File: src/rtl/crossy_pkg.sv
// Shared state encodings, default timing constants and saturating counter
// helpers for the crossyroad game sequencing logic.
package crossy_pkg;

    localparam int SCORE_W          = 7;
    localparam int DEF_DEB_FRAMES   = 2;
    localparam int DEF_DEAD_FRAMES  = 90;
    localparam int DEF_FLASH_FRAMES = 8;
    localparam int CNT_W            = 8;

    typedef enum logic [1:0] {
        GS_RESTART = 2'd0,
        GS_IDLE    = 2'd1,
        GS_PLAY    = 2'd2,
        GS_DEAD    = 2'd3
    } game_state_e;

    function automatic logic [CNT_W-1:0] sat_inc(input logic [CNT_W-1:0] v);
        return (v == 8'hFF) ? v : v + 8'd1;
    endfunction

    function automatic logic [CNT_W-1:0] sat_dec(input logic [CNT_W-1:0] v);
        return (v == 8'd0) ? v : v - 8'd1;
    endfunction

endpackage

File: src/rtl/game_ctrl_if.sv
// Bundle between the game sequencer and its environment: frame/button/collision
// inputs and the scroll/score control outputs.
interface game_ctrl_if #(
    parameter int SCORE_W = crossy_pkg::SCORE_W
);
    logic               i_frame_tick;
    logic               i_move_btn;
    logic               i_collision;
    logic [SCORE_W-1:0] i_score;
    logic               o_world_rst;
    logic               o_run;
    logic               o_move;
    logic               o_flash;
    logic [1:0]         o_state;
    logic [SCORE_W-1:0] o_high_score;

    modport master (
        output i_frame_tick, i_move_btn, i_collision, i_score,
        input  o_world_rst, o_run, o_move, o_flash, o_state, o_high_score
    );

    modport slave (
        input  i_frame_tick, i_move_btn, i_collision, i_score,
        output o_world_rst, o_run, o_move, o_flash, o_state, o_high_score
    );
endinterface

File: src/rtl/btn_debounce.sv
// Move-button conditioning: 2-flop synchroniser, frame-tick stability counter
// and press-edge detector that only fires once the button was seen released.
module btn_debounce #(
    parameter int DEB_FRAMES = crossy_pkg::DEF_DEB_FRAMES
) (
    input  logic i_clk,
    input  logic i_rst_n,
    input  logic i_tick,
    input  logic i_btn,
    output logic o_level,
    output logic o_press
);
    import crossy_pkg::*;

    logic             sync1_r, sync2_r;
    logic             level_r, press_r, armed_r;
    logic [CNT_W-1:0] stab_cnt_r;
    logic             differs_s, settle_s;

    // Decide whether this tick's sample completes a stable run
    always_comb begin
        differs_s = (sync2_r != level_r);
        settle_s  = i_tick && differs_s && (stab_cnt_r >= CNT_W'(DEB_FRAMES - 1));
    end

    // A confirmed low sample arms edge detection, so a button held from reset never counts
    always_ff @(posedge i_clk) begin
        if (!i_rst_n) begin
            sync1_r    <= 1'b0;
            sync2_r    <= 1'b0;
            level_r    <= 1'b0;
            press_r    <= 1'b0;
            armed_r    <= 1'b0;
            stab_cnt_r <= 8'd0;
        end else begin
            sync1_r <= i_btn;
            sync2_r <= sync1_r;
            if (!i_tick) begin
                press_r <= 1'b0;
            end else if (!differs_s) begin
                press_r    <= 1'b0;
                stab_cnt_r <= 8'd0;
                armed_r    <= armed_r | ~level_r;
            end else if (settle_s) begin
                level_r    <= sync2_r;
                press_r    <= sync2_r & armed_r;
                stab_cnt_r <= 8'd0;
            end else begin
                press_r    <= 1'b0;
                stab_cnt_r <= sat_inc(stab_cnt_r);
            end
        end
    end

    assign o_level = level_r;
    assign o_press = press_r;

endmodule

File: src/rtl/game_ctrl.sv
// Frame-synchronous game sequencer (restart / attract / play / death flash)
// with debounced move pulses and a power-on session high score.
module game_ctrl #(
    parameter int DEB_FRAMES   = crossy_pkg::DEF_DEB_FRAMES,
    parameter int DEAD_FRAMES  = crossy_pkg::DEF_DEAD_FRAMES,
    parameter int FLASH_FRAMES = crossy_pkg::DEF_FLASH_FRAMES,
    parameter int SCORE_W      = crossy_pkg::SCORE_W
) (
    input  logic       i_clk,
    input  logic       i_rst_n,
    game_ctrl_if.slave bus
);
    import crossy_pkg::*;

    game_state_e        state_r, state_nxt_s;
    logic               boot_r;
    logic               level_unused_s, press_s;
    logic               hit_r, dead_go_s, death_done_s, flash_wrap_s;
    logic [CNT_W-1:0]   death_cnt_r, flash_cnt_r;
    logic               flash_r, world_rst_r, run_r, move_r;
    logic               world_rst_nxt_s, run_nxt_s, move_nxt_s;
    logic [SCORE_W-1:0] high_score_r;

    btn_debounce #(.DEB_FRAMES(DEB_FRAMES)) u_deb (
        .i_clk   (i_clk),
        .i_rst_n (i_rst_n),
        .i_tick  (bus.i_frame_tick),
        .i_btn   (bus.i_move_btn),
        .o_level (level_unused_s),
        .o_press (press_s)
    );

    // State register; boot_r holds RESTART one extra cycle after reset release
    always_ff @(posedge i_clk) begin
        if (!i_rst_n) begin
            state_r <= GS_RESTART;
            boot_r  <= 1'b1;
        end else begin
            state_r <= state_nxt_s;
            boot_r  <= 1'b0;
        end
    end

    // Frame-tick event decodes shared by the FSM and the counters
    always_comb begin
        dead_go_s    = bus.i_frame_tick && (hit_r || bus.i_collision);
        death_done_s = bus.i_frame_tick && (death_cnt_r <= 8'd1);
        flash_wrap_s = bus.i_frame_tick && (flash_cnt_r <= 8'd1);
    end

    // Next-state logic
    always_comb begin
        state_nxt_s = state_r;
        case (state_r)
            GS_RESTART: state_nxt_s = boot_r ? GS_RESTART : GS_IDLE;
            GS_IDLE:    state_nxt_s = press_s ? GS_PLAY : GS_IDLE;
            GS_PLAY:    state_nxt_s = dead_go_s ? GS_DEAD : GS_PLAY;
            GS_DEAD:    state_nxt_s = death_done_s ? GS_RESTART : GS_DEAD;
            default:    state_nxt_s = GS_RESTART;
        endcase
    end

    // Output decode; a press edge landing with the death tick finds PLAY already left
    always_comb begin
        world_rst_nxt_s = (state_nxt_s == GS_RESTART);
        run_nxt_s       = (state_nxt_s == GS_PLAY);
        move_nxt_s      = (state_r == GS_PLAY) && press_s && !dead_go_s;
    end

    // Output registers
    always_ff @(posedge i_clk) begin
        if (!i_rst_n) begin
            world_rst_r <= 1'b1;
            run_r       <= 1'b0;
            move_r      <= 1'b0;
        end else begin
            world_rst_r <= world_rst_nxt_s;
            run_r       <= run_nxt_s;
            move_r      <= move_nxt_s;
        end
    end

    // Sticky hit flag, death countdown and flash half-period timer
    always_ff @(posedge i_clk) begin
        if (!i_rst_n) begin
            hit_r       <= 1'b0;
            flash_r     <= 1'b0;
            death_cnt_r <= 8'd0;
            flash_cnt_r <= 8'd0;
        end else if (state_r == GS_PLAY) begin
            hit_r       <= dead_go_s ? 1'b0 : (hit_r | bus.i_collision);
            flash_r     <= dead_go_s;
            death_cnt_r <= CNT_W'(DEAD_FRAMES);
            flash_cnt_r <= CNT_W'(FLASH_FRAMES);
        end else if (state_r == GS_DEAD) begin
            hit_r <= 1'b0;
            if (bus.i_frame_tick) begin
                death_cnt_r <= sat_dec(death_cnt_r);
                flash_cnt_r <= flash_wrap_s ? CNT_W'(FLASH_FRAMES) : sat_dec(flash_cnt_r);
                flash_r     <= death_done_s ? 1'b0 : (flash_r ^ flash_wrap_s);
            end
        end else begin
            hit_r   <= 1'b0;
            flash_r <= 1'b0;
        end
    end

    // Session best, captured on entry to DEAD and cleared only by power-on reset
    always_ff @(posedge i_clk) begin
        if (!i_rst_n) begin
            high_score_r <= {SCORE_W{1'b0}};
        end else if ((state_r == GS_PLAY) && dead_go_s && (bus.i_score > high_score_r)) begin
            high_score_r <= bus.i_score;
        end
    end

    assign bus.o_world_rst  = world_rst_r;
    assign bus.o_run        = run_r;
    assign bus.o_move       = move_r;
    assign bus.o_flash      = flash_r;
    assign bus.o_state      = state_r;
    assign bus.o_high_score = high_score_r;

endmodule

File: src/flat_wrapper.sv
// flat-port wrapper written by rule: the top's interface ports become plain ports
module game_ctrl_flat import crossy_pkg::*;
#(
    parameter int DEB_FRAMES   = crossy_pkg::DEF_DEB_FRAMES,
    parameter int DEAD_FRAMES  = crossy_pkg::DEF_DEAD_FRAMES,
    parameter int FLASH_FRAMES = crossy_pkg::DEF_FLASH_FRAMES,
    parameter int SCORE_W      = crossy_pkg::SCORE_W
)
  (i_clk, i_rst_n, bus_i_frame_tick, bus_i_move_btn, bus_i_collision, bus_i_score, bus_o_world_rst, bus_o_run, bus_o_move, bus_o_flash, bus_o_state, bus_o_high_score);
  game_ctrl_if #(.SCORE_W(SCORE_W)) bus_i ();
  input  logic i_clk;
  input  logic i_rst_n;
  input wire logic [$bits(bus_i.i_frame_tick)-1:0] bus_i_frame_tick;
  input wire logic [$bits(bus_i.i_move_btn)-1:0] bus_i_move_btn;
  input wire logic [$bits(bus_i.i_collision)-1:0] bus_i_collision;
  input wire logic [$bits(bus_i.i_score)-1:0] bus_i_score;
  output wire logic [$bits(bus_i.o_world_rst)-1:0] bus_o_world_rst;
  output wire logic [$bits(bus_i.o_run)-1:0] bus_o_run;
  output wire logic [$bits(bus_i.o_move)-1:0] bus_o_move;
  output wire logic [$bits(bus_i.o_flash)-1:0] bus_o_flash;
  output wire logic [$bits(bus_i.o_state)-1:0] bus_o_state;
  output wire logic [$bits(bus_i.o_high_score)-1:0] bus_o_high_score;
  assign bus_i.i_frame_tick = bus_i_frame_tick;
  assign bus_i.i_move_btn = bus_i_move_btn;
  assign bus_i.i_collision = bus_i_collision;
  assign bus_i.i_score = bus_i_score;
  assign bus_o_world_rst = bus_i.o_world_rst;
  assign bus_o_run = bus_i.o_run;
  assign bus_o_move = bus_i.o_move;
  assign bus_o_flash = bus_i.o_flash;
  assign bus_o_state = bus_i.o_state;
  assign bus_o_high_score = bus_i.o_high_score;
  game_ctrl #(.DEB_FRAMES(DEB_FRAMES), .DEAD_FRAMES(DEAD_FRAMES), .FLASH_FRAMES(FLASH_FRAMES), .SCORE_W(SCORE_W)) u_core (.i_clk(i_clk), .i_rst_n(i_rst_n), .bus(bus_i));
endmodule
File: config.mk
export PLATFORM = sky130hd
export DESIGN_NAME = game_ctrl_flat
export DESIGN_NICKNAME = d
export VERILOG_FILES = /design/src/rtl/crossy_pkg.sv /design/src/rtl/game_ctrl_if.sv /design/src/rtl/btn_debounce.sv /design/src/rtl/game_ctrl.sv /design/src/flat_wrapper.sv
export SDC_FILE = /design/constraint.sdc
export NUM_CORES = 1
export LEC_CHECK = 0
export CAP_MARGIN = 40
export CELL_PAD_IN_SITES_DETAIL_PLACEMENT = 1
export CELL_PAD_IN_SITES_GLOBAL_PLACEMENT = 2
export CORE_MARGIN = 3
export CORE_UTILIZATION = 36
export CTS_CLUSTER_SIZE = 16
export DETAILED_ROUTE_END_ITERATION = 6
export PLACE_DENSITY = 0.85
export SYNTH_ARGS = -nofsm -noshare
export SYNTH_HDL_FRONTEND = slang
export SYNTH_SLANG_ARGS = --single-unit
File: constraint.sdc
create_clock -name i_clk -period 4.99 [get_ports i_clk]
set_clock_uncertainty 0.15 [all_clocks]
set_input_delay 0.998 -clock i_clk [delete_from_list [all_inputs] [get_ports i_clk]]
set_output_delay 0.998 -clock i_clk [all_outputs]
set_load 0.005 [all_outputs]
### Yosys cells after proc, flatten, opt, wreduce, memory -nomap -nowiden

Index checks and enable logic that the tools add are counted.

| storage, ports and cells | value |
|---|---|
| register bits | 44 |
| output and inout port bits | 13 |
| logic and storage cells | 94 |

| cells by class | value |
|---|---|
| add/subtract/negate cells | 3 |
| $lt $le $gt $ge | 4 |
| equal/unequal tests | 11 |
| mux-type cells | 22 |
| bitwise operators | 9 |
| reductions and logical operators | 27 |

Operator list:

| operator | number |
|---|---|
| 2-to-1 mux 8 bit | 5 |
| 2-to-1 mux 7 bit | 4 |
| <= comparator 8 x 1 -> 1 bit (second input constant) | 2 |
| logical NOT 8 bit | 2 |
| subtractor 8 x 1 -> 8 bit (second input constant) | 2 |
| AND reduction 3 bit | 5 |
| 2-to-1 mux 4 bit | 3 |
| logical AND 1 bit | 9 |
| adder 8 x 1 -> 8 bit (second input constant) | 1 |
| == test 8 bit (second input constant) | 1 |
| greater-or-equal comparator 8 x 1 -> 1 bit (second input constant) | 1 |
| one-hot mux 2 bit (4 select lines) | 1 |
| > comparator 7 bit | 1 |
| 2-to-1 mux 1 bit | 7 |
| == test 2 bit (second input constant) | 3 |
| inverter 1 bit | 5 |
| logical NOT 2 bit | 2 |
| 2-to-1 mux 2 bit | 2 |
| != test 2 x 1 -> 1 bit (second input constant) | 2 |
| AND reduction 2 bit | 2 |
| AND reduction 4 bit | 1 |
| nonzero test 2 bit | 2 |
| != test 3 x 1 -> 1 bit (second input constant) | 1 |
| != test 3 x 2 -> 1 bit (second input constant) | 1 |
| 10 further kinds | 11 |

### Longest topological paths before layout

Gate-level depths: netlist of the first run.

| depth | value |
|---|---|
| word-level depth | 7 |
| mapped depth | 7 |

### Modules after synthesis

A second synthesis of the first run with hierarchy kept.

| unflattened totals | value |
|---|---|
| cells, all modules | 255 |
| area, all modules | 2314.7 µm² |

By module, submodules not included:

| module | times used | cells an instance | area each (µm²) | sequential area each (µm²) |
|---|---|---|---|---|
| game_ctrl | 1 | 198 | 1726.7 | 620.6 |
| btn_debounce | 1 | 57 | 588.1 | 260.2 |

### Worst setup path after synthesis of the first run

Ideal clock, no wire load.

| timing path | value |
|---|---|
| path kind | input to register |
| start | input port bus_i_score[4] |
| end | register u_core.high_score_r[0], in the netlist u_core.bus.o_high_score[0] |
| setup time | 0.134 ns |
| arrival | 2.140 ns |
| data required time | 4.706 ns |
| path slack | 2.566 ns |
| stages on the path | 6 |
| cells stage by stage | ha_1 -> a211oi_1 -> nor2_1 -> o31a_1 -> clkbuf_1 -> mux2i_1 |

| between the ends | value |
|---|---|
| cells in the longest elaborated chain, start to end | 2 |

Ends and longest elaborated chain:

| item | RTL line | source |
|---|---|---|
| from (decl) | flat_wrapper.sv:16 | `input wire logic [$bits(bus_i.i_score)-1:0] bus_i_score;` |
| > comparator 7 bit | game_ctrl.sv:112 | `end else if ((state_r == GS_PLAY) && dead_go_s && (bus.i_score > high_score_r)) begin` |
| logical AND 1 bit | game_ctrl.sv:112 |  |
| to (signal assigned) | game_ctrl.sv:111 | `high_score_r <= {SCORE_W{1'b0}};` |
| to (signal assigned) | game_ctrl.sv:113 | `high_score_r <= bus.i_score;` |
| to (decl) | game_ctrl.sv:22 | `logic [SCORE_W-1:0] high_score_r;` |

Every way passes these cells.
A chain may end at the register's enable or synchronous reset.

### Final worst setup path of the first run

| timing path | value |
|---|---|
| start | input port bus_i_frame_tick |
| end | register u_core.flash_cnt_r[7] |

| between the ends | value |
|---|---|
| cells in the longest elaborated chain, start to end | 3 |
| elaborated cells between the ends (all ways) | 4 |

Ends and longest elaborated chain:

| item | RTL line | source |
|---|---|---|
| from (decl) | flat_wrapper.sv:13 | `input wire logic [$bits(bus_i.i_frame_tick)-1:0] bus_i_frame_tick;` |
| logical AND 1 bit | game_ctrl.sv:48 | `flash_wrap_s = bus.i_frame_tick && (flash_cnt_r <= 8'd1);` |
| != test 2 x 1 -> 1 bit (no source line) | n/a |  |
| AND reduction 3 bit (no source line) | n/a |  |
| to (signal assigned) | game_ctrl.sv:94 | `flash_cnt_r <= CNT_W'(FLASH_FRAMES);` |
| to (signal assigned) | game_ctrl.sv:99 | `flash_cnt_r <= flash_wrap_s ? CNT_W'(FLASH_FRAMES) : sat_dec(flash_cnt_r);` |
| to (decl) | game_ctrl.sv:19 | `logic [CNT_W-1:0] death_cnt_r, flash_cnt_r;` |

Parallel ways exist; a longest one is shown, timed or not.

==> results_dict.tcl, run 1 <==
set metrics [dict create \
    setup_viol 0 \
    avgSynthCellArea_um2 8.46 \
    grt_max_degree 27 \
    p_clk_share_pct 36.5 \
    drv_slew 0 \
    startpoint_type "primary input" \
    dpl.cell_count 357 \
    async_flop_share_pct 0 \
    synth_flop_cell "dfxtp_1" \
    arrival_ns 3.20 \
    die_h_um 84.7 \
    synth.distinct_cells 48 \
    holdBufCountCts 0 \
    ir_worst_vdd_uv 103 \
    path_cells "clkdlybuf4s50_1 -> nand3_1 -> a41o_1 -> or4_1 -> a21oi_1" \
    end_kind "flop" \
    path_max_fanout 24 \
    drtIter0Drc 48 \
    crit_required_ns 5.07 \
    detail-route-antenna-nets 0 \
    clk_path_buf_depth 2 \
    wl_um 5210 \
    yosysMostFrequentCell "dfxtp_1" \
    relSlewSlack_pct 47.7 \
    core_area_um2 5960 \
    critPathKind "primary input to flop" \
    numCtsBuffers 5 \
    wl_per_cell_um 14.3 \
    post-route-period-util_pct 62.6 \
    pwr-share-seq_pct 56.4 \
    clockRootBuffer "clkbuf_8" \
    antenna_found_initial 0 \
    slowest_stage "clkdlybuf4s50_1" \
    ys_seq_area_share_pct 39.5 \
    grt_pass1_wl_um 9220 \
    clkLatencyLatePin_ns 0.29 \
    vias 1955 \
    ys_top_cells_by_area "dfxtp_1 39%, ha_1 8.4%, nor2_1 5.9%" \
    netlist_instances 264 \
    grt_overflow 0 \
    cts_resized 0 \
    synth_edf_count 0 \
    grt_pass1_vias 2056 \
    start_util_pct 37.5 \
    layout-drive-gt1-share_pct 4.83 \
    track_usage_pct 15.4 \
    synth_area_um2 2230 \
    ys_ff_latch 44 \
    gp_congestion 0.778 \
    drc 0 \
    hold_end "u_core.u_deb.sync2_r$_SDFF_PN0_" \
    syn_nets 291 \
    cp_slowest_stage_delay_ns 0.96 \
    worstMarginPinSlew_ns 0.778 \
    r2r_slack_ns 2.65 \
    rsz0062_at_grt "no" \
    reg2reg_to "u_core.u_deb.stab_cnt_r[1]$_SDFFE_PN0P_" \
    hp-start "u_core.u_deb.sync1_r$_SDFF_PN0_" \
    maxCapViolations 0 \
    leakagePower_nw 0.959 \
    die_x_um 84.7 \
    ys_warn_count 0 \
    swShare_pct 23.3 \
    p_sw_uw 149 \
    min_path_type "flop to flop" \
    reg2reg_depth 6 \
    fmax_mhz 320 \
    path_clk_slew_ns 0.09 \
    netlist.area_leader.share_pct 39.5 \
    reg2reg_from "u_core.u_deb.stab_cnt_r[1]$_SDFFE_PN0P_" \
    multi_input_area_um2 1240 \
    io_pins 25 \
    power.density_nw_per_um2 243 \
    finalSetupTns_ns 0 \
    p_int_uw 490 \
    synthTopCellsByCount "44 x dfxtp_1, 35 x nor2_1, 23 x nand2_1, 18 x a21oi_1, 17 x inv_1" \
    hold_viol 0 \
    n_antenna_cell 0 \
    pwr-share-comb_pct 7.2 \
    die_area_um2 7180 \
    synth_top_cell_by_area "dfxtp_1" \
    syn2layout_area_growth_pct 17.8 \
    final-seq-area_um2 881 \
    fillers 717 \
    fin_cells 365 \
    drtPass1Iterations 4 \
    post-route-min-period_ns 3.13 \
    whs_path_depth 1 \
    cts_max_level 2 \
    cts_tree "done" \
    post_cts_buffers 0 \
    portBuffers 24 \
    vias_per_cell 5.36 \
    rows 28 \
    nets 316 \
    dp_hpwl_um 3870 \
    cts_sinks 44 \
    status "finished clean" \
]
## state kept, by name (all words and copies together) (netlist names)
| register | flops |
|---|---|
| u_core.u_deb.o_level | 1 |
| u_core.u_deb.armed_r | 1 |
| u_core.u_deb.sync1_r | 1 |
| u_core.u_deb.sync2_r | 1 |
| u_core.hit_r | 1 |
| u_core.u_deb.o_press | 1 |
| u_core.death_cnt_r | 8 |
| u_core.bus.o_high_score | 7 |
| u_core.u_deb.stab_cnt_r | 8 |
| u_core.boot_r | 1 |
| u_core.bus.o_move | 1 |
| u_core.bus.o_state | 2 |
| u_core.flash_cnt_r | 8 |
| u_core.bus.o_flash | 1 |
| u_core.bus.o_world_rst | 1 |
| u_core.bus.o_run | 1 |
## power groups by stage
stage | logic (mW) | registers, mW | clock network [mW]
finish | 0.0457 | 0.360 | 0.233
global route | 0.0524 | 0.361 | 0.257
CTS | 0.0468 | 0.360 | 0.242
detailed placement | 0.0465 | 0.368 | 0
global placement | 0.0457 | 0.368 | 0
floorplan | 0.0280 | 0.366 | 0
## per-stage QoR
step	total power, mW	instance area [um2]	worst slack, ns	utilization (%)	hold WS (ns)
after detailed placement	0.415	2540	1.53	42.6	0.270
after floorplan	0.394	2230	2.57	-	0.262
after global placement	0.414	2530	1.59	42.6	0.264
final	0.639	2630	1.86	44.2	0.287
after CTS	0.649	2630	1.84	44.2	0.290
after global routing	0.670	2630	1.62	44.2	0.322
## layout make-up
type                       count  share of cell area [%]
timing repair buffer          26                    9.61
inverter                      18                    2.57
sequential                    44                    33.5
multi-input combinational    194                    47.3
clock buffer                   8                    3.43
tap                           75                    3.57
## layout by cell type (no fill, tap or decap), drive strengths merged, types with 3 or more instances in the layout
| master | count |
|---|---|
| or2 | 4 |
| and2 | 3 |
| a41oi | 4 |
| nor4 | 3 |
| ha | 15 |
| mux2i | 8 |
| o31ai | 3 |
| o21ai | 10 |
| a211oi | 5 |
| or4 | 6 |
| inv | 17 |
| clkbuf | 8 |
| nor2 | 35 |
| nand4 | 3 |
| nand2 | 23 |
| clkdlybuf4s50 | 24 |
| xnor2 | 5 |
| or3 | 3 |
| nor3 | 4 |
| nand3 | 10 |
| xor2 | 4 |
| a21oi | 18 |
| dfxtp | 44 |
| and3 | 3 |
## per-layer routing
layer  GRT usage, %  wire [um]  up-vias
li1               -          -      986
met1           18.9       2470      936
met2           26.5       2510       27
met3           3.24        156        6
met4           5.61         75        0
met5              0          0        -
## cell families (layout without fill, tap and decap cells)
kind of cell,count (synthesis),in the layout,synth area share [%]
flops,44,44,39.5
compound gates,56,56,16.6
fa+ha+maj,15,15,8.41
xor+xnor,9,9,3.53
simple gates,106,106,23.7
buf+inv,26,52,4.76
mux,8,8,3.59
## critical path: cells and delay by family
family,cells,cell delay [ns]
compound gates,2,0.49
simple gates,2,0.76
buf+inv,1,0.96
## worst max path at each step
stage	endpoint	startpoint	depth (start not counted)
floorplan	u_core.bus.o_high_score[0]$_SDFFE_PN0P_	bus_i_score[4]	6
global placement	u_core.flash_cnt_r[7]$_SDFFE_PP0P_	bus_i_frame_tick	5
detailed placement	u_core.flash_cnt_r[5]$_SDFFE_PP0P_	bus_i_frame_tick	5
CTS	u_core.flash_cnt_r[5]$_SDFFE_PP0P_	bus_i_frame_tick	5
global route	u_core.death_cnt_r[5]$_SDFFE_PP0P_	bus_i_frame_tick	5
finish	u_core.flash_cnt_r[7]$_SDFFE_PP0P_	bus_i_frame_tick	5
Note: power is estimated with default switching activity, not from simulation.
==> run 2, diff against run 1 <==
--- a/config.mk
+++ b/config.mk
@@ -9,10 +9,10 @@
 export CELL_PAD_IN_SITES_DETAIL_PLACEMENT = 1
 export CELL_PAD_IN_SITES_GLOBAL_PLACEMENT = 2
 export CORE_MARGIN = 3
-export CORE_UTILIZATION = 36
+export CORE_UTILIZATION = 30
 export CTS_CLUSTER_SIZE = 16
 export DETAILED_ROUTE_END_ITERATION = 6
-export PLACE_DENSITY = 0.85
+export PLACE_DENSITY = 0.76
 export SYNTH_ARGS = -nofsm -noshare
 export SYNTH_HDL_FRONTEND = slang
 export SYNTH_SLANG_ARGS = --single-unit
==> constraint.sdc (replaced) <==
create_clock -name i_clk -period 2.8 [get_ports i_clk]
set_clock_uncertainty 0.15 [all_clocks]
set_input_delay 0.56 -clock i_clk [delete_from_list [all_inputs] [get_ports i_clk]]
set_output_delay 0.56 -clock i_clk [all_outputs]
set_load 0.005 [all_outputs]
==> run 2 against run 1 <==
  * Clock-buffer cell count fell by 3
  * Non-clock buffer count rose by 7
  * Sequential cell count did not move
  * Wire length rose by 3.4%
  * Cell area rose by 3.4%
  * Hold slack improved by 0.013 ns
  * First-iteration DRC count rose by 38%
  * Sequential share of layout area fell by 1.1 points
  * Setup slack got worse by 1.4 ns
  * Sequential power rose by 77%
  * Critical path depth rose by 1
  * Critical endpoint is now u_core.u_deb.stab_cnt_r[1]$_SDFFE_PN0P_
==> results_dict.tcl, run 2 (synthesis results as in run 1) <==
set metrics [dict create \
    track_usage_pct 13.4 \
    rsz0062_at_grt "no" \
    gp_congestion 0.758 \
    start_util_pct 31.8 \
    grt_max_degree 20 \
    top_regs "u_core.death_cnt_r: 8 flops, u_core.flash_cnt_r: 8 flops, u_core.u_deb.stab_cnt_r: 8 flops" \
    wl_um 5390 \
    startpoint_type "flop" \
    n_antenna_cell 0 \
    clockRootBuffer "clkbuf_8" \
    grt_pass1_vias 1964 \
    min_path_type "flop to flop" \
    hold_viol 0 \
    cts_tree "done" \
    drtPass1Iterations 4 \
    cts_sinks 44 \
    dpl.cell_count 385 \
    fin_cells 391 \
    dp_hpwl_um 4050 \
    final_cell_area_um2 2720 \
    core_area_um2 7020 \
    die_h_um 92.3 \
    nets 323 \
    p_sw_uw 271 \
    p_int_uw 932 \
    syn2layout_area_growth_pct 21.9 \
    die_area_um2 8510 \
    post-route-min-period_ns 2.31 \
    setup_viol 0 \
    numCtsBuffers 5 \
    maxCapViolations 0 \
    post_cts_buffers 0 \
    portBuffers 24 \
    arrival_ns 2.37 \
    final_common_cell "dfxtp_1" \
    layout-drive-gt1-share_pct 7.12 \
    path_clk_slew_ns 0.08 \
    final_cell_mix "44 x dfxtp_1, 35 x nor2_1, 24 x clkdlybuf4s50_1, 23 x nand2_1, 18 x a21oi_1" \
    wl_per_cell_um 13.8 \
    status "finished clean" \
    vias_per_cell 5.04 \
    drv_slew 0 \
    crit_required_ns 2.86 \
    ir_worst_vdd_uv 167 \
    antenna_found_initial 0 \
    clkLatencyLatePin_ns 0.29 \
    grt_overflow 0 \
    critPathKind "flop to flop" \
    postPlaceCellArea_um2 2620 \
    vias 1971 \
    finalSetupTns_ns 0 \
    grt_pass1_wl_um 9310 \
    pwr-share-comb_pct 7.6 \
    power.density_nw_per_um2 442 \
    p_clk_share_pct 39.3 \
    leakagePower_nw 1.00 \
    worstMarginPinSlew_ns 0.836 \
    pwr-share-seq_pct 53.1 \
    drc 0 \
    fillers 847 \
    die_x_um 92.3 \
    detail-route-antenna-nets 0 \
    swShare_pct 22.5 \
    cts_max_level 2 \
    post-route-period-util_pct 82.6 \
    io_pins 25 \
    holdBufCountCts 0 \
    clk_path_buf_depth 2 \
    rows 30 \
    end_kind "flop" \
    drtIter0Drc 66 \
    worst_slack_ns 0.487 \
    pre_cts_slack_ns 0.300 \
    path_max_fanout 8 \
    cts_resized 0 \
    relSlewSlack_pct 43.8 \
    fmax_mhz 432 \
]
-- run 2: cell count changes in the layout (fill, tap and decap cells not counted) --
cell / change
clkbuf_1: -2
clkbuf_8: -1
buf_4: +8
buf_2: -1
bufinv_16: +1
-- run 2: metal layers --
metal,part of all wire [%],up-vias,global-route usage (%)
li1,-,996,-
met1,49,943,17.3
met2,46,27,22.4
met3,3.5,5,3.20
met4,0.82,0,3.34
met5,0,-,0
-- run 2: layout make-up --
cell class / instances / area [um2] / area share (%)
Clock inverter: 1 / 30.0 / 1.10
Clock buffer: 5 / 68.8 / 2.53
Multi-Input combinational cell: 194 / 1240 / 45.8
Sequential cell: 44 / 881 / 32.4
Tap cell: 96 / 120 / 4.42
Timing Repair Buffer: 33 / 308 / 11.3
Inverter: 18 / 67.6 / 2.48
-- run 2: worst max-delay path, stage by stage (launching register included) --
cell	delay [ns]
dfxtp_1	0.42
inv_1	0.08
ha_1	0.18
or4b_2	0.65
o31ai_1	0.26
nand2_1	0.22
a311oi_1	0.26
-- run 2: per-stage QoR --
stage	hold slack [ns]	power, mW	util [%]
after floorplan	0.262	0.703	-
final	0.300	1.20	38.8
after global routing	0.307	1.26	38.8
after CTS	0.306	1.23	38.8
after detailed placement	0.286	0.747	37.3
after global placement	0.264	0.747	37.3
-- run 2: worst paths after layout --
check / from / to / slack [ns] / cells after the start
max: u_core.u_deb.stab_cnt_r[1]$_SDFFE_PN0P_ / u_core.u_deb.stab_cnt_r[1]$_SDFFE_PN0P_ / 0.49 / 6
min: u_core.u_deb.sync1_r$_SDFF_PN0_ / u_core.u_deb.sync2_r$_SDFF_PN0_ / 0.30 / 1
max reg2reg: u_core.u_deb.stab_cnt_r[1]$_SDFFE_PN0P_ / u_core.u_deb.stab_cnt_r[1]$_SDFFE_PN0P_ / 0.49 / 6
min reg2reg: u_core.u_deb.sync1_r$_SDFF_PN0_ / u_core.u_deb.sync2_r$_SDFF_PN0_ / 0.30 / 1
-- run 2: power groups by stage --
stage / clock network (mW) / logic (mW) / registers [mW]
final: 0.472 / 0.0911 / 0.639
after detailed placement: 0 / 0.0928 / 0.654
after global routing: 0.516 / 0.103 / 0.641
after global placement: 0 / 0.0926 / 0.654
after floorplan: 0 / 0.0500 / 0.653
after CTS: 0.497 / 0.0933 / 0.640
==> run 3, diff against run 2 <==
==> constraint.sdc (replaced) <==
create_clock -name i_clk -period 1.9 [get_ports i_clk]
set_clock_uncertainty 0.15 [all_clocks]
set_input_delay 0.38 -clock i_clk [delete_from_list [all_inputs] [get_ports i_clk]]
set_output_delay 0.38 -clock i_clk [all_outputs]
set_load 0.005 [all_outputs]
==> run 3 against run 2 <==
  * The flow now finishes with violations (setup timing)
  * Combinational power up 120%
  * Register-to-register slack worse by 0.48 ns
  * Global-route usage up 1.4 points
  * First-iteration DRC count down 30%
  * Total power up 46%
  * Sequential power up 47%
  * Setup slack worse by 0.53 ns
  * Die area unchanged
  * Hold slack worse by 0.061 ns
  * Wire length up 16%
  * Non-clock buffer count up 31
  * Largest cell class unchanged
  * Via count up 8.3%
==> results_dict.tcl, run 3 (synthesis results as in run 1) <==
set metrics [dict create \
    status "finished with violations" \
    violations "setup timing" \
    fin_cells 424 \
    ir_worst_vdd_uv 247 \
    drc 0 \
    die_h_um 92.3 \
    dpl.cell_count 415 \
    core_area_um2 7020 \
    detail-route-antenna-nets 0 \
    numCtsBuffers 5 \
    clkLatencyLatePin_ns 0.30 \
    drtPass1Iterations 4 \
    leakagePower_nw 1.20 \
    clk_path_buf_depth 2 \
    worst_slack_ns -0.0462 \
    io_pins 25 \
    antenna_found_initial 0 \
    end_kind "flop" \
    wl_um 6260 \
    track_usage_pct 14.8 \
    critPathKind "primary input to flop" \
    path_delay_family "compound AO/OA/AOI/OAI gates" \
    n_antenna_cell 0 \
    path_cells "clkdlybuf4s50_1 -> ha_1 -> o21ai_0 -> nor2_1 -> o31a_4 -> mux2i_2" \
    setup_viol 7 \
    grt_max_degree 20 \
    top_regs "u_core.death_cnt_r: 8 flops, u_core.flash_cnt_r: 8 flops, u_core.u_deb.stab_cnt_r: 8 flops" \
    post-route-period-util_pct 102 \
    cts_max_level 2 \
    grt_overflow 0 \
    portBuffers 24 \
    relSlewSlack_pct 58.3 \
    dp_hpwl_um 4530 \
    postPlaceCellArea_um2 2860 \
    path_clk_slew_ns 0.09 \
    final_cell_mix "39 x buf_4, 39 x dfxtp_1, 28 x nor2_1, 22 x nand2_1, 20 x clkdlybuf4s50_1" \
    drv_slew 0 \
    start_util_pct 31.8 \
    slowest_stage "clkdlybuf4s50_1" \
    min_path_type "primary input to flop" \
    total_power_mw 1.75 \
    cts_tree "done" \
    vias 2135 \
    gp_congestion 0.738 \
    post-route-min-period_ns 1.95 \
    vias_per_cell 5.04 \
    nets 354 \
    die_area_um2 8510 \
    rsz0062_at_grt "yes" \
    arrival_ns 1.98 \
    wl_per_cell_um 14.8 \
    path_max_fanout 7 \
    final_cell_area_um2 3190 \
    drtIter0Drc 46 \
    critPathBufInv 1 \
    cp_slowest_stage_delay_ns 0.42 \
    fmax_mhz 514 \
    worstMarginPinSlew_ns 0.618 \
    syn2layout_area_growth_pct 42.9 \
    cts_sinks 44 \
    hold_viol 0 \
    crit_required_ns 1.94 \
    rows 30 \
    grt_pass1_wl_um 10200 \
    clockRootBuffer "clkbuf_8" \
    layout-drive-gt1-share_pct 29.9 \
    power.density_nw_per_um2 549 \
    startpoint_type "primary input" \
    die_x_um 92.3 \
    grt_pass1_vias 2202 \
    maxCapViolations 0 \
]
## run 3: path summary, 6_finish.rpt
kind / from / end / slack [ns] / cells after the start
hold reg to reg: u_core.u_deb.sync1_r$_SDFF_PN0_ / u_core.u_deb.sync2_r$_SDFF_PN0_ / 0.29 / 1
hold / removal: bus_i_score[3] / u_core.bus.o_high_score[3]$_SDFFE_PN0P_ / 0.24 / 3
setup / recovery: bus_i_score[5] / u_core.bus.o_high_score[5]$_SDFFE_PN0P_ / -0.05 / 6
setup reg to reg: u_core.death_cnt_r[4]$_SDFFE_PN0P_ / u_core.bus.o_world_rst$_SDFF_PN1_ / 0.01 / 4
## run 3: per-stage QoR
stage	worst slack (ns)	setup TNS, ns	hold WS (ns)	util (%)
after floorplan	-0.000611	-0.000611	0.262	-
after global placement	-0.368	-7.92	0.264	40.8
after detailed placement	-0.479	-8.93	0.273	40.8
after CTS	0.00244	0	0.296	42.8
after global routing	-0.0774	-0.585	0.260	45.5
final	-0.0462	-0.0924	0.240	45.5
## run 3: cell type report
| type | count | area (um2) |
|---|---|---|
| sequential | 44 | 887 |
| tap | 96 | 120 |
| clock inverter | 3 | 23.8 |
| timing repair buffer | 64 | 556 |
| inverter | 18 | 67.6 |
| multi-input combinational | 194 | 1470 |
| clock buffer | 5 | 68.8 |
| fill | 812 | 3830 |
## run 3: tightest hold or removal path, stage by stage
cell and delay (ns):
dlymetal6s2s_1 0.14, nand2_1 0.06, mux2i_1 0.06
## run 3: metal layers
layer	GRT usage [%]	routed length [um]
met4	3.22	49
met2	25.9	3270
met1	18.5	2770
met3	3.53	165
met5	0	0
## run 3: power breakdown
group	switching (mW)	internal [mW]	total, mW	leakage [nW]
Combinational	0.0994	0.0971	0.197	0.798
Clock	0.354	0.261	0.615	0.0404
Sequential	0.00648	0.933	0.939	0.359
Total	0.460	1.29	1.75	1.20
## run 3: what timing repair did
item                       in CTS  in global routing
pin swaps                       6                  9
setup endpoints to repair      21                 28
hold buffers                    0                  0
buffers inserted                1                  0
hold endpoints to repair        0                  0
gates resized for setup        13                 44
==> RTL edit 1, RTL diff (settings of run 2) <==
`CNT_W`: 8 -> 10.
--- a/src/rtl/crossy_pkg.sv
+++ b/src/rtl/crossy_pkg.sv
@@ -8,3 +8,3 @@
     localparam int DEF_FLASH_FRAMES = 8;
-    localparam int CNT_W            = 8;
+    localparam int CNT_W            = 10;
 
Behaviour: same outputs for any inputs over 10 cycles, from zero or initial values and one cycle with i_rst_n low; that may be too few to reach the edited logic, so the function may still have changed.
==> RTL edit 1 against run 2 <==
- wire length grew 10%
- sequential cell count grew 6
- final cell count grew 6.4%
- critical path depth is the same
- cell area grew 8.9%
- worst setup slack lost 0.014 ns
- non-clock buffer count shrank 2
- power grew 10%
- synthesized area grew 10%
- first-iteration DRC count shrank 14%
- global-route usage shrank 0.084 points
- fmax shrank 0.61%
- largest power group unchanged
- highest routed layer unchanged
==> RTL edit 1: results (changes against run 2) <==
cts_htree_levels: 2  # unchanged
fillerInstances: 972  # +15%
layout.nets: 339  # +5.0%
cp_top_family: "compound AO/OA/AOI/OAI gates"
cts_resized: 0  # unchanged
hold_viol: 0  # unchanged
min_path_type: "register to register"
viasPerCell: 4.998  # -0.86%
post_cts_buffers: 0  # unchanged
synthesis.nets: 310  # +6.5%
p_sw_uw: 301.0  # +11%
routed_wl_um: 5938  # +10%
async_flop_share: 0  # unchanged
yosys_warnings: 0  # unchanged
critical_path.slowest_cell: "o311a_1"
synthDistinctLibCells: 50  # +4.2%
slowest_delay_ns: 0.46  # -0.19 ns
ctsLongestPathBuffers: 2  # unchanged
clock_latency_ns: 0.31  # +0.02 ns
drt_drc_violations_left: 0  # unchanged
synth_common_cells: "dfxtp_1 (50), nor2_1 (34), nand2_1 (31)"
max-vdd-ir-drop_uv: 255.8  # +53%
cts_buffers: 5  # unchanged
cts_root_buf: "clkbuf_8"
gp_congestion: 0.7326  # -3.4%
grt_pass1_wl_um: 10490  # +13%
arrival_ns: 2.41  # +0.04 ns
grt_use_total: 0.1331  # -0.0008445
portBuffers: 24  # unchanged
drive_gt1_frac: 0.07962  # +0.008431
synthTopCellsByArea: "dfxtp_1 (41%), ha_1 (7.1%), nor2_1 (5.2%)"
leakage_uw: 0.001101  # +10%
relSlewSlack: 0.6092  # +0.1716
antenna_found_initial: 0  # unchanged
seq_area_frac_synth: 0.4061  # +0.01147
diodes: 0  # unchanged
status: "completed"
drtPass1Iterations: 4  # unchanged
first_global_vias: 2228  # +13%
reg_top3: "u_core.death_cnt_r (10), u_core.flash_cnt_r (10), u_core.u_deb.stab_cnt_r (10)"
cp_max_fo: 7  # -1
clk_pin_slew_worst_paths_ns: 0.09
grt_max_degree: 22  # +10%
dp_hpwl_um: 4471  # +10%
drt-initial-drc-count: 57  # -14%
==> RTL edit 1: power by group through the flow <==
stage	clock network [uW]	logic [uW]	registers, uW
floorplan	0	43.2	736
global placement	0	79.2	739
detailed placement	0	80.6	739
CTS	549	81.1	723
global route	570	89.5	724
finish	524	79.1	722
==> RTL edit 1: through the flow <==
step | hold slack, ns | power (uW) | worst slack [ns] | instance area (um2) | cells
after floorplan | 0.2619 | 779.0 | 0.7841 | 2465 | 284
after global placement | 0.2636 | 818.0 | 0.1993 | 2849 | 408
after detailed placement | 0.2827 | 819.8 | 0.09988 | 2849 | 408
after CTS | 0.3066 | 1352 | 0.4367 | 2962 | 416
after global routing | 0.3195 | 1383 | 0.2788 | 2962 | 416
final | 0.3008 | 1325 | 0.4730 | 2962 | 416
==> RTL edit 1: cells by family after synthesis <==
kind of cell	synth area share
and+or+nand+nor	0.2503
AOI/OAI and AO/OA	0.1498
DFF	0.4061
adders and majority gates	0.07107
xor gates and xnor gates	0.03909
muxes	0.03706
buffers and inverters	0.04670
==> RTL edit 1: layout make-up <==
type	count	area, um2	area share
repair buffers	31	292.8	0.09886
clock inverters	3	43.79	0.01479
inverters	21	78.83	0.02662
clock buffers	5	68.82	0.02324
multi-input cells	204	1349	0.4554
flip-flops and latches	50	1001	0.3380
well taps	102	127.6	0.04309
==> RTL edit 1: worst paths after layout <==
path / cells past startpoint / slack (ns) / end / startpoint
hold / removal: 1 / 0.30 / u_core.u_deb.sync2_r$_SDFF_PN0_ / u_core.u_deb.sync1_r$_SDFF_PN0_
hold reg to reg: 1 / 0.30 / u_core.u_deb.sync2_r$_SDFF_PN0_ / u_core.u_deb.sync1_r$_SDFF_PN0_
setup reg to reg: 6 / 0.69 / u_core.u_deb.stab_cnt_r[9]$_SDFFE_PN0P_ / u_core.u_deb.stab_cnt_r[1]$_SDFFE_PN0P_
setup / recovery: 6 / 0.47 / u_core.bus.o_high_score[2]$_SDFFE_PN0P_ / bus_i_score[6]
==> RTL edit 1: per-layer routing <==
metal,up-vias,track usage,share of wire
li1,1067,-,-
met2,17,0.2325,0.49
met1,990,0.1681,0.47
met3,5,0.02163,0.019
met5,-,0,0
met4,0,0.03888,0.011
==> RTL edit 2, RTL diff (config.mk and constraints of run 2) <==
Without the edit above. Reset style: asynchronous (`i_rst_n`), changed in 5 clocked blocks.
--- a/src/rtl/btn_debounce.sv
+++ b/src/rtl/btn_debounce.sv
@@ -26,3 +26,3 @@
     // A confirmed low sample arms edge detection, so a button held from reset never counts
-    always_ff @(posedge i_clk) begin
+    always_ff @(posedge i_clk or negedge i_rst_n) begin
         if (!i_rst_n) begin
--- a/src/rtl/game_ctrl.sv
+++ b/src/rtl/game_ctrl.sv
@@ -33,3 +33,3 @@
     // State register; boot_r holds RESTART one extra cycle after reset release
-    always_ff @(posedge i_clk) begin
+    always_ff @(posedge i_clk or negedge i_rst_n) begin
         if (!i_rst_n) begin
@@ -70,3 +70,3 @@
     // Output registers
-    always_ff @(posedge i_clk) begin
+    always_ff @(posedge i_clk or negedge i_rst_n) begin
         if (!i_rst_n) begin
@@ -83,3 +83,3 @@
     // Sticky hit flag, death countdown and flash half-period timer
-    always_ff @(posedge i_clk) begin
+    always_ff @(posedge i_clk or negedge i_rst_n) begin
         if (!i_rst_n) begin
@@ -108,3 +108,3 @@
     // Session best, captured on entry to DEAD and cleared only by power-on reset
-    always_ff @(posedge i_clk) begin
+    always_ff @(posedge i_clk or negedge i_rst_n) begin
         if (!i_rst_n) begin
Formal check against the unedited RTL: differs if i_rst_n is asserted again (counterexample within 4 cycles, from zero or initial values and one cycle with i_rst_n low); with i_rst_n held inactive, the same outputs for 10 cycles.
==> RTL edit 2 against run 2 <==
- cell area grew 4.0%
- synthesized cell count shrank 16%
- die area up 1.9%
- first-iteration DRC count decreased by 32%
- wire length down 9.5%
- synthesized area increased by 2.0%
- sequential cell count stayed put
- final cell count decreased by 9.0%
- non-clock buffer count is 2 lower
- worst setup slack got worse by 0.055 ns
- critical path type is now primary input to register
Power is not compared: it rests on default switching activity, and its combinational part moved more than twofold at a synthesized area within 25%.
==> RTL edit 2: results (changes against run 2) <==
synthDistinctLibCells: 41  # -15%
synth_compound_area_frac: 0.1104  # -0.05548
crit_end: "u_core.bus.o_high_score[2]$_DFFE_PN0P_"
crit_start: "bus_i_score[1]"
grt_use_met2: 0.2070  # -0.01749
dp_hpwl_um: 3751  # -7.5%
synth_common_cells: "dfrtp_1 (42), nor2_1 (26), inv_1 (17)"
synthTopCellsByArea: "dfrtp_1 (46%), ha_1 (8.8%), nor2_1 (4.3%)"
routed_wl_um: 4880  # -9.5%
synth_xor_area_frac: 0.04231  # +0.006994
grt_max_degree: 28  # +40%
grt_pass1_wl_um: 8583  # -7.8%
r2r-end: "u_core.flash_cnt_r[3]$_DFFE_PN0P_"
fillerInstances: 866  # +2.2%
drt-initial-drc-count: 45  # -32%
min_path_type: "primary input to asynchronous set/reset pin"
status: "completed"
r2r_slack_ns: 0.67  # +0.18 ns
grt_util_met3: 0.02574  # -0.006249
dp.cells: 348  # -9.6%
grt_use_met1: 0.1578  # -0.01473
cp_max_fo: 7  # -1
synth_fa_ha_area_frac: 0.08791  # +0.003831
drive_gt1_frac: 0.1323  # +0.06111
gp_congestion: 0.7347  # -3.1%
==> RTL edit 2: cell count changes in the layout (fill, tap and decap cells not counted), sizes merged, moves of 3 or more <==
cell,change
nand2,-9
nor4b,+3
or2,-4
mux2,+8
nor2,-9
a21o,+4
mux2i,-8
a211oi,-5
dfxtp,-44
nand3,-4
a21oi,-3
dfrtp,+42
==> RTL edit 2: power groups by stage <==
stage | combinational [uW] | clock [uW] | sequential, uW
finish | 941 | 667 | 1030
detailed placement | 958 | 0 | 1050
CTS | 965 | 694 | 1040
floorplan | 634 | 0 | 982
global route | 1080 | 713 | 1070
global placement | 934 | 0 | 1040
==> RTL edit 2: layout make-up <==
type / count / share of cell area
clock buffers: 5 / 0.02434
clock inverters: 3 / 0.03186
repair buffers: 31 / 0.1018
inverters: 17 / 0.02257
multi-input cells: 157 / 0.3854
flip-flops and latches: 44 / 0.3903
well taps: 99 / 0.04381
==> RTL edit 2: per-stage QoR <==
step | util | instance area (um2) | total power [uW] | hold WS (ns) | setup slack (ns)
finish | 0.3878 | 2828 | 2640 | 0.03563 | 0.4322
floorplan | - | 2277 | 1616 | 0.1144 | 0.5183
global route | 0.3878 | 2828 | 2866 | 0.04841 | 0.3012
CTS | 0.3878 | 2828 | 2695 | 0.03057 | 0.4344
global placement | 0.3660 | 2669 | 1977 | 0.1841 | 0.1400
detailed placement | 0.3660 | 2669 | 2006 | 0.1870 | 0.1077
==> RTL edit 2: layer usage <==
metal  routed length (um)  up-vias
met4                   68        0
met5                    0        -
met1                 2319      861
li1                     -      841
met2                 2339       24
met3                  153        7
==> RTL edit 2: cell families (layout without fill, tap and decap cells) <==
group           count (synthesis)  in the layout
compound gates                 39             39
mux                             8              8
flops                          44             44
xor+xnor                       11             11
other cells                     1              1
fa+ha+maj                      16             16
buf+inv                        22             56
simple gates                   82             82
==> RTL edit 2: worst min path at each step <==
stage                                   start                                     end  depth (start not counted)
6_report                              i_rst_n             u_core.bus.o_move$_DFF_PN0_                          1
3_5_place_dp   u_core.u_deb.sync1_r$_DFF_PN0_          u_core.u_deb.sync2_r$_DFF_PN0_                          0
2_1_floorplan                         i_rst_n          u_core.bus.o_flash$_DFFE_PN0P_                          0
5_1_grt                               i_rst_n             u_core.bus.o_move$_DFF_PN0_                          1
3_3_place_gp   u_core.u_deb.sync1_r$_DFF_PN0_          u_core.u_deb.sync2_r$_DFF_PN0_                          0
4_1_cts                               i_rst_n  u_core.u_deb.stab_cnt_r[5]$_DFFE_PN0P_                          1
==> RTL edit 2: critical path, cell delays in order <==
cell and delay, ns:
clkdlybuf4s50_1 0.49, ha_1 0.24, nor2b_1 0.13, o21ai_0 0.14, a21oi_1 0.10, o31ai_2 0.21, buf_4 0.20, mux2_2 0.34
